===== config.mk =====
export PLATFORM = sky130hd
export DESIGN_NAME = load_store_unit
export DESIGN_NICKNAME = d
export VERILOG_FILES = /design/src/rtl/load_store_unit.sv
export SDC_FILE = /design/constraint.sdc
export NUM_CORES = 1
export LEC_CHECK = 0
export CAP_MARGIN = 10
export CORE_MARGIN = 1
export CORE_UTILIZATION = 42
export DETAILED_ROUTE_END_ITERATION = 10
export PLACE_DENSITY = 0.9
export SLEW_MARGIN = 20
export SYNTH_ARGS = -nofsm -noshare
export SYNTH_HDL_FRONTEND = slang
export SYNTH_SLANG_ARGS = --single-unit
export TNS_END_PERCENT = 100

===== constraint.sdc =====
create_clock -name clk -period 2.18 [get_ports clk]
set_input_delay 0.218 -clock clk [delete_from_list [all_inputs] [get_ports clk]]
set_output_delay 0.218 -clock clk [all_outputs]
set_load 0.02 [all_outputs]

===== src/rtl/load_store_unit.sv =====
// load_store_unit
//   Accepts one load/store request at a time and routes it to data memory,
//   to the UART transmit register, or to the hardware counter. Misaligned,
//   reserved-size and out-of-window requests are rejected without touching
//   memory or the UART.
//
// Ports
//   clk, rst                 clock, synchronous active-high reset
//   req_valid/req_ready      request handshake (ready only while idle)
//   req_op[3:0]              bit3 store, bit2 unsigned load, bits1:0 size
//   req_addr[31:0]           byte address
//   req_wdata[31:0]          store data
//   resp_valid               one-cycle response strobe
//   resp_rdata[31:0]         load result (0 for stores and errors)
//   resp_err                 request was rejected
//   mem_req/mem_gnt          data-memory request handshake
//   mem_we[3:0]              byte-lane write enables (0 for loads)
//   mem_addr[ADDR_W-1:0]     word address relative to DATA_BASE
//   mem_wdata[31:0]          store data replicated across lanes
//   mem_rvalid/mem_rdata     load return data
//   uart_valid/uart_ready    UART transmit handshake, uart_data[7:0] byte
//   hc_value[31:0]           free-running hardware counter
module load_store_unit #(
  parameter logic [31:0] DATA_BASE = 32'h0001_0000,
  parameter int          ADDR_W    = 14,
  parameter logic [31:0] UART_ADDR = 32'h0002_0000,
  parameter logic [31:0] HC_ADDR   = 32'h0002_0004
) (
  input  logic              clk,
  input  logic              rst,
  input  logic              req_valid,
  output logic              req_ready,
  input  logic [3:0]        req_op,
  input  logic [31:0]       req_addr,
  input  logic [31:0]       req_wdata,
  output logic              resp_valid,
  output logic [31:0]       resp_rdata,
  output logic              resp_err,
  output logic              mem_req,
  input  logic              mem_gnt,
  output logic [3:0]        mem_we,
  output logic [ADDR_W-1:0] mem_addr,
  output logic [31:0]       mem_wdata,
  input  logic              mem_rvalid,
  input  logic [31:0]       mem_rdata,
  output logic              uart_valid,
  output logic [7:0]        uart_data,
  input  logic              uart_ready,
  input  logic [31:0]       hc_value
);

  typedef enum logic [2:0] {IDLE, MEM_REQ, MEM_WAIT, UART, RESP} state_t;

  state_t      state_q, state_d;
  logic [3:0]  op_q, op_d;
  logic [31:0] addr_q, addr_d;
  logic [31:0] wdata_q, wdata_d;
  logic [31:0] rdata_q, rdata_d;
  logic        err_q, err_d;

  // Decode of the incoming request, used only at acceptance.
  logic        req_store, req_is_uart, req_is_hc, req_in_range, req_error;
  logic [31:0] req_off;

  always_comb begin
    req_store    = req_op[3];
    req_is_uart  = (req_addr == UART_ADDR);
    req_is_hc    = (req_addr == HC_ADDR);
    req_off      = req_addr - DATA_BASE;
    // Unsigned offset test also rejects addresses below DATA_BASE (wrap).
    req_in_range = ((req_off >> (ADDR_W + 2)) == 32'd0);
    req_error    = (req_op[1:0] == 2'b11)
                 | ((req_op[1:0] == 2'b01) & req_addr[0])
                 | ((req_op[1:0] == 2'b10) & (req_addr[1:0] != 2'b00))
                 | (!req_is_uart & !req_is_hc & !req_in_range)
                 | (req_is_hc & !req_store & (req_op[1:0] != 2'b10));
  end

  // Load data extraction: shift the addressed lane down to bit 0. Word
  // loads are always aligned, so the shift is zero and the word passes.
  logic [31:0] lane_data, load_ext;

  always_comb begin
    lane_data = mem_rdata >> {addr_q[1:0], 3'b000};
    case (op_q[1:0])
      2'b00:   load_ext = op_q[2] ? {24'd0, lane_data[7:0]}
                                  : {{24{lane_data[7]}}, lane_data[7:0]};
      2'b01:   load_ext = op_q[2] ? {16'd0, lane_data[15:0]}
                                  : {{16{lane_data[15]}}, lane_data[15:0]};
      default: load_ext = lane_data;
    endcase
  end

  always_ff @(posedge clk) begin
    if (rst) begin
      state_q <= IDLE;
      op_q    <= 4'd0;
      addr_q  <= 32'd0;
      wdata_q <= 32'd0;
      rdata_q <= 32'd0;
      err_q   <= 1'b0;
    end else begin
      state_q <= state_d;
      op_q    <= op_d;
      addr_q  <= addr_d;
      wdata_q <= wdata_d;
      rdata_q <= rdata_d;
      err_q   <= err_d;
    end
  end

  // Next-state and Moore outputs. Every output is zero unless the current
  // state owns it.
  always_comb begin
    state_d    = state_q;
    op_d       = op_q;
    addr_d     = addr_q;
    wdata_d    = wdata_q;
    rdata_d    = rdata_q;
    err_d      = err_q;
    req_ready  = 1'b0;
    resp_valid = 1'b0;
    resp_rdata = 32'd0;
    resp_err   = 1'b0;
    mem_req    = 1'b0;
    mem_we     = 4'd0;
    mem_addr   = '0;
    mem_wdata  = 32'd0;
    uart_valid = 1'b0;
    uart_data  = 8'd0;

    case (state_q)
      IDLE: begin
        req_ready = 1'b1;
        if (req_valid) begin
          op_d    = req_op;
          addr_d  = req_addr;
          wdata_d = req_wdata;
          rdata_d = 32'd0;
          err_d   = 1'b0;
          if (req_error) begin
            err_d   = 1'b1;
            state_d = RESP;
          end else if (req_is_uart) begin
            state_d = req_store ? UART : RESP;
          end else if (req_is_hc) begin
            // Counter is sampled here so the response reflects acceptance time.
            if (!req_store) rdata_d = hc_value;
            state_d = RESP;
          end else begin
            state_d = MEM_REQ;
          end
        end
      end

      MEM_REQ: begin
        mem_req  = 1'b1;
        mem_addr = ADDR_W'((addr_q - DATA_BASE) >> 2);
        if (op_q[3]) begin
          case (op_q[1:0])
            2'b00:   begin
              mem_we    = 4'b0001 << addr_q[1:0];
              mem_wdata = {4{wdata_q[7:0]}};
            end
            2'b01:   begin
              mem_we    = 4'b0011 << addr_q[1:0];
              mem_wdata = {2{wdata_q[15:0]}};
            end
            default: begin
              mem_we    = 4'b1111;
              mem_wdata = wdata_q;
            end
          endcase
        end
        if (mem_gnt) state_d = op_q[3] ? RESP : MEM_WAIT;
      end

      // Only reached after the grant cycle, so a same-cycle rvalid is never seen.
      MEM_WAIT: begin
        if (mem_rvalid) begin
          rdata_d = load_ext;
          state_d = RESP;
        end
      end

      UART: begin
        uart_valid = 1'b1;
        uart_data  = wdata_q[7:0];
        if (uart_ready) state_d = RESP;
      end

      RESP: begin
        resp_valid = 1'b1;
        resp_rdata = rdata_q;
        resp_err   = err_q;
        state_d    = IDLE;
      end

      default: state_d = IDLE;
    endcase
  end

endmodule


==> results <==
-- layout by cell type (no fill, tap or decap), types with 4 or more instances in the layout --
cell type,instances
dfxtp_1,86
a22oi_1,14
and3_1,8
a222oi_1,7
clkdlybuf4s50_1,137
o21ai_0,15
mux2_2,12
nor3_1,9
o21a_1,9
a211oi_1,7
dlygate4sd2_1,83
clkbuf_16,9
clkdlybuf4s15_1,7
a21oi_1,92
buf_4,36
nor2_1,73
mux2i_1,36
and2_1,55
nand2b_1,5
nand2_1,127
a211oi_2,10
nor2b_1,4
nor4_1,8
buf_12,5
-- report_power, final --
part,internal (W),switching [W]
registers,0.00170,0.0000625
logic,0.000448,0.000394
clock network,0.000826,0.000634
-- cells in the mapped netlist, types with 3 or more instances --
master	number	area [um2]
a211oi_1	7	52.55
clkbuf_1	35	131.4
nand3_1	3	15.01
nor3_1	10	50.05
nor3b_1	4	30.03
nand3b_1	3	22.52
nand2_1	128	480.5
and3_1	8	50.05
o21a_1	9	67.56
nand4_1	3	18.77
buf_2	14	70.07
nor4_1	8	50.05
and2_1	56	350.3
a211oi_2	10	125.1
nor2b_1	4	25.02
a22oi_1	14	105.1
nor2_1	73	274.0
a21oi_1	92	460.4
buf_1	5	18.77
buf_6	3	33.78
o21ai_0	15	75.07
nand2b_1	5	31.28
a222oi_1	7	70.07
mux2i_1	36	360.4
mux2_2	12	135.1
dfxtp_1	88	1762
-- worst max-delay path: stages, from the launching register on --
cell and delay [ns]:
dfxtp_2 0.40, nor3b_4 0.24, nand2_1 0.09, buf_4 0.23
a21oi_1 0.15, dlygate4sd2_1 0.37
-- what timing repair did --
action,4_1_cts,5_1_grt
hold buffers,0,0
pin swaps,0,0
setup buffers,1,0
endpoints found under the setup margin,93,26
gates resized for setup,94,14
-- routing by layer --
layer | global-route usage, % | share of wire [%]
met4 | 12.36 | 3.1
met5 | 0 | 0
met1 | 32.92 | 40
met2 | 50.00 | 49
met3 | 6.213 | 7.5
-- metrics by stage --
stage                     hold slack [ns]  cells
final                              0.4063   1058
after detailed placement           0.4422   1042
after global placement             0.4379   1042
after CTS                          0.4215   1058
after global routing               0.4309   1058
after floorplan                    0.3540    683
-- sequential cells by signal, summed over array words and instances, names as in the netlist --
| signal | flops |
|---|---|
| err_q | 1 |
| wdata_q | 32 |
| rdata_q | 32 |
| state_q | 3 |
| op_q | 4 |
| addr_q | 16 |
-- how the worst max path moves through the flow --
stage                 startpoint             to  slack (ns)  cells after the start
finish                state_q[0]      mem_we[1]        0.12                      5
global route          state_q[0]      mem_we[1]       0.001                      5
CTS                   state_q[1]     resp_valid      0.0008                      4
detailed placement  req_addr[18]    rdata_q[24]        -0.1                      7
global placement      state_q[0]      mem_we[3]       -0.04                      5
floorplan             state_q[2]  mem_wdata[15]        0.22                      6
-- final cells by class --
cell class | instances | area (um2) | share of cell area [%]
Multi-Input combinational cell | 534 | 3162 | 39.66
Timing Repair Buffer | 272 | 2581 | 32.38
Sequential cell | 88 | 1764 | 22.13
Clock buffer | 12 | 256.5 | 3.217
Tap cell | 147 | 183.9 | 2.307
Clock inverter | 3 | 17.52 | 0.2197
Inverter | 2 | 7.507 | 0.09416
-- cells by family after synthesis --
| family | count (synthesis) |
|---|---|
| flops | 88 |
| simple gates | 315 |
| buf+inv | 61 |
| mux | 50 |
| compound gates | 169 |
==> impl_metrics.tcl <==
set metrics [dict create \
    coreArea_um2 12010 \
    ys_types 49 \
    tns_ns 0 \
    worstSetupEndpointType "output pin" \
    arrival_ns 1.85 \
    synth_top_family_by_area "simple AND/OR/NAND/NOR gates" \
    syn_area_per_cell_um2 7.549 \
    htreeDepth 3 \
    drv_cap 0 \
    dp_slack_ns -0.09985 \
    async_reset_ff_share_pct 0 \
    rsz0062_at_grt "false" \
    cts_inserted_buffers 9 \
    drive_gt1_share_pct 10.54 \
    nFillCells 1049 \
    grt_overflow 0 \
    utilization_pct 66.38 \
    clk_pin_slew_ns 0.06 \
    grt_pass1_vias 5547 \
    final_cell_area_um2 7973 \
    clk_latency_ns 0.33 \
    p_total_w 0.004061 \
    setup_violations 0 \
    dieArea_um2 12720 \
    layout_setup_ws_ns 0.1152 \
    synth_seq_cells 88 \
    rr_endpoint "rdata_q[19]" \
    num_antenna_cells 0 \
    cts_root_buf "clkbuf_16" \
    wirelength_um 18280 \
    vias 5855 \
    firstDrtPassIters 8 \
    dieWidth_um 112.8 \
    cts.sinks 88 \
    worstHoldStart "rst" \
    hold_viol 0 \
    synthesis.nets 821 \
    start_util_pct 42.93 \
    fin_crit_sh_pct 94.71 \
    grt_start_max_net_pins 61 \
    drv_slew 0 \
    required_ns 1.96 \
    die_h_um 112.8 \
    rrSetupSlack_ns 0.20 \
    reg2reg_from "state_q[1]" \
    num_rows 40 \
    drc 0 \
    syn2layout_area_growth_pct 54.62 \
    fin_crit_ns 2.065 \
    antenna_found_initial 0 \
    min_to "rdata_q[13]" \
    grt_usage_pct 28.32 \
    routedWlPerCell_um 17.28 \
    rr_worst_depth 4 \
    tightest_slew_ns 0.7121 \
    numPortBuffers 232 \
    synth-adder-area-share_pct 0 \
    dpl_cell_area_um2 7774 \
    finalNetCount 1045 \
    status "finished clean" \
    synth-edff-count 0 \
    synth_cells 683 \
    vias_per_cell 5.534 \
    drtIter0Drc 421 \
    startpoint_type "register" \
    slew-limit-headroom_pct 52.53 \
    cts_tree "built" \
    worstPathMaxFanout 28 \
    yosysSeqAreaShare_pct 34.17 \
    post-dp-hpwl_um 13430 \
    place.gp.congestion 0.8662 \
    ys_warn_count 0 \
    ys.flop_type "dfxtp_1" \
    hold_depth 2 \
    critPathKind "reg2out" \
    synthMuxAreaShare_pct 10.48 \
    synth-xor-area-share_pct 0 \
    max_freq_ghz 0.4843 \
    syn_area_um2 5156 \
    total_leakage_power_nw 3.421 \
    holdCritPathClass "in2reg" \
    fin_worst_skew_ns 0.005042 \
    grt_pass1_wl_um 28570 \
    synth_compound_area_share_pct 21.14 \
    synth_simple_gate_area_share_pct 28.85 \
    ctsLongestPathBuffers 2 \
    power_density_nw_per_um2 509.3 \
    ant_nets 0 \
    ir_drop_mv 0.3041 \
    io_pins 233 \
]
Note: power is estimated with default switching activity, not from simulation.
